## src/rtl/fp_mult_param.sv

```systemverilog
// Iterative parametrised floating-point multiplier: radix-2 shift-add mantissa product, RNE rounding,
// flush-to-zero for subnormals. Define FP_MULT_FLAGS_EN to compute exception flags (else tied to zero).
module fp_mult_param #(
    parameter int EXP_W = 8,
    parameter int MAN_W = 23
) (
    input  logic                 clk,
    input  logic                 rst,
    input  logic [EXP_W+MAN_W:0] a,
    input  logic [EXP_W+MAN_W:0] b,
    input  logic                 start,
    output logic                 busy,
    output logic                 done,
    output logic [EXP_W+MAN_W:0] p,
    output logic [3:0]           flags
);
    localparam int W      = 1 + EXP_W + MAN_W;
    localparam int M      = MAN_W + 1;
    localparam int AW     = 2 * M;
    localparam int CW     = $clog2(M + 1);
    localparam int XW     = EXP_W + 2;
    localparam int BIAS_I = (1 << (EXP_W - 1)) - 1;
    localparam int EMAX_I = (1 << EXP_W) - 1;

    typedef enum logic [2:0] {S_IDLE, S_UNPACK, S_MUL, S_NORM, S_ROUND} state_t;

    state_t                state_q, state_d;
    logic [W-1:0]          opa_q, opa_d, opb_q, opb_d;
    logic [M-1:0]          mcand_q, mcand_d, mplier_q, mplier_d;
    logic [AW-1:0]         acc_q, acc_d;
    logic [CW-1:0]         cnt_q, cnt_d;
    logic signed [XW-1:0]  exp_q, exp_d;
    logic                  sign_q, sign_d;
    logic                  nan_q, nan_d, inf_q, inf_d, zero_q, zero_d;
    logic [W-1:0]          p_q, p_d;
    logic                  done_q, done_d;

    logic                  sa, sb;
    logic [EXP_W-1:0]      ea, eb;
    logic [MAN_W-1:0]      ma, mb;
    logic                  zero_a, zero_b, inf_a, inf_b, nan_a, nan_b, spc_nan;
    logic signed [XW-1:0]  exp_sum;
    logic [M:0]            psum;

    assign {sa, ea, ma} = opa_q;
    assign {sb, eb, mb} = opb_q;
    // Subnormal inputs (exponent field zero) are flushed and decode as zero.
    assign zero_a  = (ea == '0);
    assign zero_b  = (eb == '0);
    assign inf_a   = (&ea) & (ma == '0);
    assign inf_b   = (&eb) & (mb == '0);
    assign nan_a   = (&ea) & (|ma);
    assign nan_b   = (&eb) & (|mb);
    assign spc_nan = nan_a | nan_b | (inf_a & zero_b) | (zero_a & inf_b);
    assign exp_sum = $signed({2'b00, ea} + {2'b00, eb} - XW'(BIAS_I));
    assign psum    = {1'b0, acc_q[AW-1:M]} + {1'b0, (mplier_q[0] ? mcand_q : {M{1'b0}})};

    // After NORM the leading one sits at acc[AW-1]; fraction, guard and sticky follow below it.
    logic [MAN_W-1:0]     frac;
    logic                 g, rs, inc, ovf_r, unf_r;
    logic [MAN_W:0]       frac_r;
    logic signed [XW-1:0] exp_r;

    assign frac   = acc_q[AW-2:M];
    assign g      = acc_q[M-1];
    assign rs     = |acc_q[M-2:0];
    assign inc    = g & (rs | frac[0]);
    assign frac_r = {1'b0, frac} + {{MAN_W{1'b0}}, inc};
    assign exp_r  = exp_q + $signed({{(XW-1){1'b0}}, frac_r[MAN_W]});
    assign ovf_r  = (exp_r >= $signed(XW'(EMAX_I)));
    assign unf_r  = exp_r[XW-1] | (exp_r == '0);

    always_comb begin
        state_d  = state_q;
        opa_d    = opa_q;
        opb_d    = opb_q;
        mcand_d  = mcand_q;
        mplier_d = mplier_q;
        acc_d    = acc_q;
        cnt_d    = cnt_q;
        exp_d    = exp_q;
        sign_d   = sign_q;
        nan_d    = nan_q;
        inf_d    = inf_q;
        zero_d   = zero_q;
        p_d      = p_q;
        done_d   = 1'b0;
        case (state_q)
            S_IDLE: begin
                if (start) begin
                    opa_d   = a;
                    opb_d   = b;
                    state_d = S_UNPACK;
                end
            end
            S_UNPACK: begin
                mcand_d  = {1'b1, ma};
                mplier_d = {1'b1, mb};
                acc_d    = '0;
                cnt_d    = '0;
                exp_d    = exp_sum;
                sign_d   = sa ^ sb;
                nan_d    = spc_nan;
                inf_d    = ~spc_nan & (inf_a | inf_b);
                zero_d   = ~spc_nan & (zero_a | zero_b);
                state_d  = S_MUL;
            end
            S_MUL: begin
                acc_d    = {psum, acc_q[M-1:1]};
                mplier_d = mplier_q >> 1;
                cnt_d    = cnt_q + CW'(1);
                if (cnt_q == CW'(M - 1)) state_d = S_NORM;
            end
            S_NORM: begin
                // Left-justify instead of shifting right so no product bit is lost before rounding.
                if (acc_q[AW-1]) exp_d = exp_q + XW'(1);
                else             acc_d = acc_q << 1;
                state_d = S_ROUND;
            end
            S_ROUND: begin
                if (nan_q)       p_d = {1'b0, {EXP_W{1'b1}}, 1'b1, {(MAN_W-1){1'b0}}};
                else if (inf_q)  p_d = {sign_q, {EXP_W{1'b1}}, {MAN_W{1'b0}}};
                else if (zero_q) p_d = {sign_q, {(W-1){1'b0}}};
                else if (ovf_r)  p_d = {sign_q, {EXP_W{1'b1}}, {MAN_W{1'b0}}};
                else if (unf_r)  p_d = {sign_q, {(W-1){1'b0}}};
                else             p_d = {sign_q, exp_r[EXP_W-1:0], frac_r[MAN_W-1:0]};
                done_d  = 1'b1;
                state_d = S_IDLE;
            end
            default: state_d = S_IDLE;
        endcase
    end

    always_ff @(posedge clk or posedge rst) begin
        if (rst) begin
            state_q  <= S_IDLE;
            opa_q    <= '0;
            opb_q    <= '0;
            mcand_q  <= '0;
            mplier_q <= '0;
            acc_q    <= '0;
            cnt_q    <= '0;
            exp_q    <= '0;
            sign_q   <= 1'b0;
            nan_q    <= 1'b0;
            inf_q    <= 1'b0;
            zero_q   <= 1'b0;
            p_q      <= '0;
            done_q   <= 1'b0;
        end else begin
            state_q  <= state_d;
            opa_q    <= opa_d;
            opb_q    <= opb_d;
            mcand_q  <= mcand_d;
            mplier_q <= mplier_d;
            acc_q    <= acc_d;
            cnt_q    <= cnt_d;
            exp_q    <= exp_d;
            sign_q   <= sign_d;
            nan_q    <= nan_d;
            inf_q    <= inf_d;
            zero_q   <= zero_d;
            p_q      <= p_d;
            done_q   <= done_d;
        end
    end

    assign busy = (state_q != S_IDLE);
    assign done = done_q;
    assign p    = p_q;

`ifdef FP_MULT_FLAGS_EN
    logic       inv_q, inv_d;
    logic [3:0] flags_q, flags_d;
    logic       snan_a, snan_b;

    assign snan_a = nan_a & ~ma[MAN_W-1];
    assign snan_b = nan_b & ~mb[MAN_W-1];

    // Flag order {invalid, overflow, underflow, inexact}; quiet NaN inputs raise nothing.
    always_comb begin
        inv_d   = inv_q;
        flags_d = flags_q;
        if (state_q == S_UNPACK)
            inv_d = snan_a | snan_b | (inf_a & zero_b) | (zero_a & inf_b);
        if (state_q == S_ROUND) begin
            if (nan_q)                flags_d = {inv_q, 3'b000};
            else if (inf_q || zero_q) flags_d = 4'b0000;
            else if (ovf_r)           flags_d = 4'b0101;
            else if (unf_r)           flags_d = 4'b0011;
            else                      flags_d = {3'b000, g | rs};
        end
    end

    always_ff @(posedge clk or posedge rst) begin
        if (rst) begin
            inv_q   <= 1'b0;
            flags_q <= 4'b0000;
        end else begin
            inv_q   <= inv_d;
            flags_q <= flags_d;
        end
    end

    assign flags = flags_q;
`else
    assign flags = 4'b0000;
`endif

endmodule

```

## config.mk

```make
export PLATFORM = sky130hd
export DESIGN_NAME = fp_mult_param
export DESIGN_NICKNAME = d
export VERILOG_FILES = /design/src/rtl/fp_mult_param.sv
export SDC_FILE = /design/constraint.sdc
export NUM_CORES = 1
export LEC_CHECK = 0
export CORE_ASPECT_RATIO = 0.6
export CORE_MARGIN = 2
export CORE_UTILIZATION = 36
export CTS_CLUSTER_DIAMETER = 50
export DETAILED_ROUTE_END_ITERATION = 6
export DONT_BUFFER_PORTS = 1
export SYNTH_ARGS = -nofsm -noshare
export SYNTH_HDL_FRONTEND = slang
export SYNTH_SLANG_ARGS = --single-unit
```

## constraint.sdc

```tcl
create_clock -name clk -period 10.25 [get_ports clk]
set_input_delay 1.025 -clock clk [delete_from_list [all_inputs] [get_ports clk]]
set_output_delay 1.025 -clock clk [all_outputs]
set_load 0.02 [all_outputs]
```

# Word level (Yosys, flattened, before mapping)
# Cells that the tools add are included.
# word_totals
regBits	215
wordCells	85
out_inout_bits	38
input_bits	67
# op_classes
add_sub_neg	7
n_reduce_logical	19
order_cmp	1
bitwise_logic	18
n_eq_ne	9
muxes	16
# op_table
cell	n
$pmux 48 s3	1
$mux 31	4
$reduce_or 23->1	3
$mux 48	1
$pmux 24 s2	1
$logic_not 23->1	2
$mux 32	1
$add 24x24->25	1
$add 23x1->24	1
$mux 24	1
$pmux 10 s2	1
$logic_not 8->1	2
$reduce_and 8->1	2
$pmux 3 s4	1
$add 10x2->10	1
$add 10x2->10 const B	1
$ge 10x9->1 const B	1
$logic_not 10->1	1
$mux 10	1
$pmux 5 s2	1
$sub 9x7->10 const B	1
$add 8x8->9	1
$and 1x1->1	9
$ne 2x2->1 const B	4
14 further kinds	27

# Longest topological paths before layout
# depth
ltp_word	12
ltp_mapped	17

# Least setup slack after synthesis
# No wires, ideal clock.
# synth_path
kind	register to register
start	register acc_q[28]
end	register p_q[10], in the netlist p[10]
synth_period_minus_slack_ns	3.093
stages_incl_launch_ff	17
arrival_ns	3.017
setup_ns	0.076
n_path_buf	1
setup_slack_ns	7.157
path_cell_list	dfrtp_1 and3_1 and3_1 and2_1 nand2_1 nor2_1 and3_1 ha_1 ha_1 nand4_1 nor3_1 maj3_1 o22a_1 nor2_4 nand2_2 buf_6 o21ai_1
# synth_between
elab_chain_len	9
word_cells_on_any_way	10
# synth_lines
item	line	rtl
from (decl)	30	logic [AW-1:0] acc_q, acc_d;
from (signal assigned)	141	acc_q <= '0;
from (signal assigned)	156	acc_q <= acc_d;
$add 23x1->24 (*)	68	assign frac_r = {1'b0, frac} + {{MAN_W{1'b0}}, inc};
parallel branches: the longest is 4 deep, another holds $add 10x2->10	n/a	
$mux 31 (*)	124	else if (ovf_r) p_d = {sign_q, {EXP_W{1'b1}}, {MAN_W{1'b0}}};
$mux 31 (*)	123	else if (zero_q) p_d = {sign_q, {(W-1){1'b0}}};
$mux 31 (*)	122	else if (inf_q) p_d = {sign_q, {EXP_W{1'b1}}, {MAN_W{1'b0}}};
$mux 32 (*)	121	if (nan_q) p_d = {1'b0, {EXP_W{1'b1}}, 1'b1, {(MAN_W-1){1'b0}}};
to (signal assigned)	163	p_q <= p_d;
to (decl)	35	logic [W-1:0] p_q, p_d;
# Mark *: on every way between the ends.
# A chain may end at the register's enable or synchronous reset.

# Worst setup path in the final report
# layout_path
start	register acc_q[26]
end	register p_q[15], in the netlist p[15]
# Same word-level chain as after synthesis.

==> flow_summary.json <==
{
  "finalCritPeriodShare_pct": 37.2,
  "skew_ns": 0.0376,
  "period_needed_ns": 3.82,
  "ys_seq_elements": 215,
  "synth_top_area_share_pct": 48.1,
  "p_leak_nw": 5.39,
  "clk_pin_slew_ns": 0.07,
  "die_w_um": 232,
  "status": "complete, but fails checks",
  "area_delta_synth_final_pct": 9.26,
  "gr-usage-all-layers_pct": 18.0,
  "clock-sinks": 215,
  "worst_setup_path_end_kind": "flip-flop",
  "dp.cells": 1491,
  "timing.reg2reg.setup_slack_ns": 6.43,
  "report.power.total_mw": 4.06,
  "drcViolationCount": 14,
  "fill_cells": 2959,
  "crit_path_max_fanout": 20,
  "yosys.area.top_type": "dfrtp_1",
  "ir_drop_mv": 0.168,
  "dieArea_sq_um": 32600,
  "worst_pin_slew_ns": 1.15,
  "coreArea_sq_um": 30300,
  "multi_input_area_sq_um": 5360,
  "yosys.area_share.simple_pct": 15.7,
  "synth_area_sq_um": 11200,
  "cts_hold_buf": 0,
  "power.density_nw_per_um2": 332,
  "grt_pass1_wl_mm": 46.6,
  "first_global_vias": 8045,
  "worstPathArrival_ns": 4.25,
  "yosys_warnings": 0,
  "synth_edf_count": 0,
  "core.rowCount": 49,
  "grt_overflow": 0,
  "post_cts_resized": 0,
  "routedWlPerCell_um": 19.0,
  "dr.pass1.iters": 7,
  "hp-class": "input port to async pin",
  "hold_violations": 0,
  "reg2reg_to": "p[15]$_DFFE_PP0P_",
  "synthAdderAreaFrac_pct": 5.48,
  "synth_top_family_by_area": "compound AO/OA/AOI/OAI gates",
  "antenna_left": 0,
  "path_cells": "and3_1 -> and3_1 -> and2_1 -> nand2_1 -> nor2_1 -> and3_1 -> ha_1 -> ha_1 -> nand4_1 -> nor3_1 -> maj3_1 -> o22a_1 -> nor2_4 -> nand2_2 -> o21ai_1",
  "gp_congestion": 0.884,
  "drive_above_1_share_pct": 11.0,
  "synthXorXnorAreaFrac_pct": 4.38,
  "cts-root-buf": "clkbuf_16",
  "stdcell_count": 1536,
  "drt_iter0_markers": 861,
  "violations": "DRC",
  "critical-path-max-stage-delay_ns": 0.49,
  "layout.nets": 1221,
  "grt_max_degree": 91,
  "rr_worst_depth": 15,
  "boundaryPins": 105,
  "post_cts_buffers": 0,
  "cp_slowest_cell": "dfrtp_1",
  "setup_viol": 0,
  "route.vias.total": 8538,
  "via_per_inst": 5.56,
  "io_buffers": 0,
  "tns_ns": 0,
  "muxShareOfSynthArea_pct": 6.26,
  "path_class": "flip-flop to flip-flop",
  "clock_latency_ns": 0.54,
  "synth_ff_type": "dfrtp_1",
  "antenna_found_initial": 10,
  "syn_area_per_cell_sq_um": 9.84,
  "htree_levels": 1,
  "timing.slew.headroom_pct": 23.5,
  "dp_hpwl_mm": 20.6,
  "fin_hold_ws_ns": 0.449,
  "cpMostUsedCell": "and3_1",
  "wl_mm": 29.2,
  "max_cap_violations": 0,
  "synth_compound_area_share_pct": 15.8,
  "asyncSetResetFlopFracSynth_pct": 100,
  "cp.required_ns": 10.68,
  "cts_max_path_buffers": 3,
  "ys_types": 67,
  "seq_area_sq_um": 5380,
  "crit_start": "acc_q[26]$_DFFE_PP0P_",
  "synth.top_cells.by_area": "dfrtp_1 (48%), mux2_2 (6.0%), ha_1 (5.0%), nand2_1 (4.8%), nor2_1 (3.1%)",
  "slew_viol_final": 0,
  "synthCells": 1138,
  "cts_tree": "yes",
  "fp.dieH_um": 141,
  "cts_made_buffers": 22,
  "startpoint_type": "flip-flop",
  "yosysSeqAreaShare_pct": 48.1,
  "fmax_ghz": 0.262,
  "rsz0062_at_grt": "false",
  "regToRegStartpoint": "acc_q[26]$_DFFE_PP0P_",
  "start_util_pct": 37.0
}
[synth_stat cells (5+ instances only)]
cell / n
buf_2: 13
buf_4: 7
a21o_1: 12
nor4_1: 16
xnor2_1: 29
and2_1: 29
a222oi_1: 25
and3_1: 12
a22oi_1: 22
inv_1: 46
o22ai_1: 28
nand4_1: 20
nor3_1: 13
a21oi_1: 48
o22a_1: 5
o21bai_1: 8
a211oi_1: 5
nor2b_1: 6
mux2_2: 60
dfrtp_1: 215
ha_1: 45
nor2_1: 91
nand2_1: 143
o21ai_1: 33
clkbuf_1: 39
a31oi_1: 8
nand3_1: 19
or4_1: 5
o21ai_0: 44
xor2_1: 27
[worst max-delay path: cells and delay by family, from the launching register on]
family                     cells  cell delay [ns]
DFF                            1             0.49
AOI/OAI and AO/OA              2             0.51
and+or+nand+nor               10             1.93
adders and majority gates      3             0.80
[through the flow]
stage / utilization (%) / area, sq um / setup WS (ns)
6_report: 40.4 / 12200 / 6.43
5_1_grt: 40.3 / 12200 / 6.15
4_1_cts: 40.3 / 12200 / 6.47
3_5_place_dp: 37.9 / 11500 / 6.50
3_3_place_gp: 37.9 / 11500 / 6.62
2_1_floorplan: - / 11200 / 3.35
[cell families (layout without fill, tap and decap cells)]
family          count (synthesis)  in the layout
buf+inv                       112             94
simple gates                  375            375
xor+xnor                       56             56
compound gates                269            269
mux                            62             62
fa+ha+maj                      48             48
flops                         215            215
other cells                     1              9
[sequential cells by signal, indices dropped and copies added (netlist names)]
| register | cells |
|---|---|
| mcand_q | 24 |
| p | 32 |
| mplier_q | 24 |
| opa_q | 32 |
| nan_q | 1 |
| done | 1 |
| inf_q | 1 |
| opb_q | 32 |
| sign_q | 1 |
| state_q | 3 |
| exp_q | 10 |
| cnt_q | 5 |
| acc_q | 48 |
| zero_q | 1 |
[layout make-up]
cell class | count | area share [%]
Inverter | 47 | 1.50
Tap cell | 408 | 4.17
Clock inverter | 12 | 0.941
Clock buffer | 28 | 5.01
Multi-Input combinational cell | 814 | 43.8
Sequential cell | 215 | 44.0
Timing Repair Buffer | 7 | 0.430
Antenna cell | 5 | 0.102
[where the power goes]
part           switching, mW  leakage [nW]  internal [mW]
Sequential             0.420          2.67           1.18
Combinational          0.942          2.36          0.689
Clock                  0.369         0.363          0.456
Total                   1.73          5.39           2.33
[layout by cell type (no fill, tap or decap), types with 6 or more instances in the layout]
master,instances
a31oi_1,8
nor2b_1,6
nand4_1,20
xor2_1,27
and2_1,29
a222oi_1,25
a21oi_1,48
clkbuf_16,22
nor4_1,16
o21ai_1,33
nand3_1,19
nor3_1,13
clkinv_2,6
o21ai_0,44
o21bai_1,8
inv_1,45
and3_1,12
o22ai_1,28
a22oi_1,22
nand2_1,142
a21o_1,12
nor2_1,89
ha_1,45
dfrtp_1,215
buf_4,7
mux2_2,60
xnor2_1,29
[per-layer routing]
layer	global-route usage [%]	share of wire, %	vias to the layer above
met2	22.6	37	320
met1	29.0	52	4139
met5	0	0.23	-
met3	6.05	10	42
met4	3.10	1.3	10
li1	-	-	4027
[worst max-delay path by stage]
stage                                 endpoint  slack [ns]  depth (start not counted)
after floorplan           acc_q[0]$_DFFE_PP0P_        3.35                          1
after global placement       p[17]$_DFFE_PP0P_        6.62                         15
after detailed placement     p[15]$_DFFE_PP0P_        6.50                         15
after CTS                    p[15]$_DFFE_PP0P_        6.47                         15
after global routing         p[12]$_DFFE_PP0P_        6.15                         15
final                        p[15]$_DFFE_PP0P_        6.43                         15
Note: power is estimated with default switching activity, not from simulation.
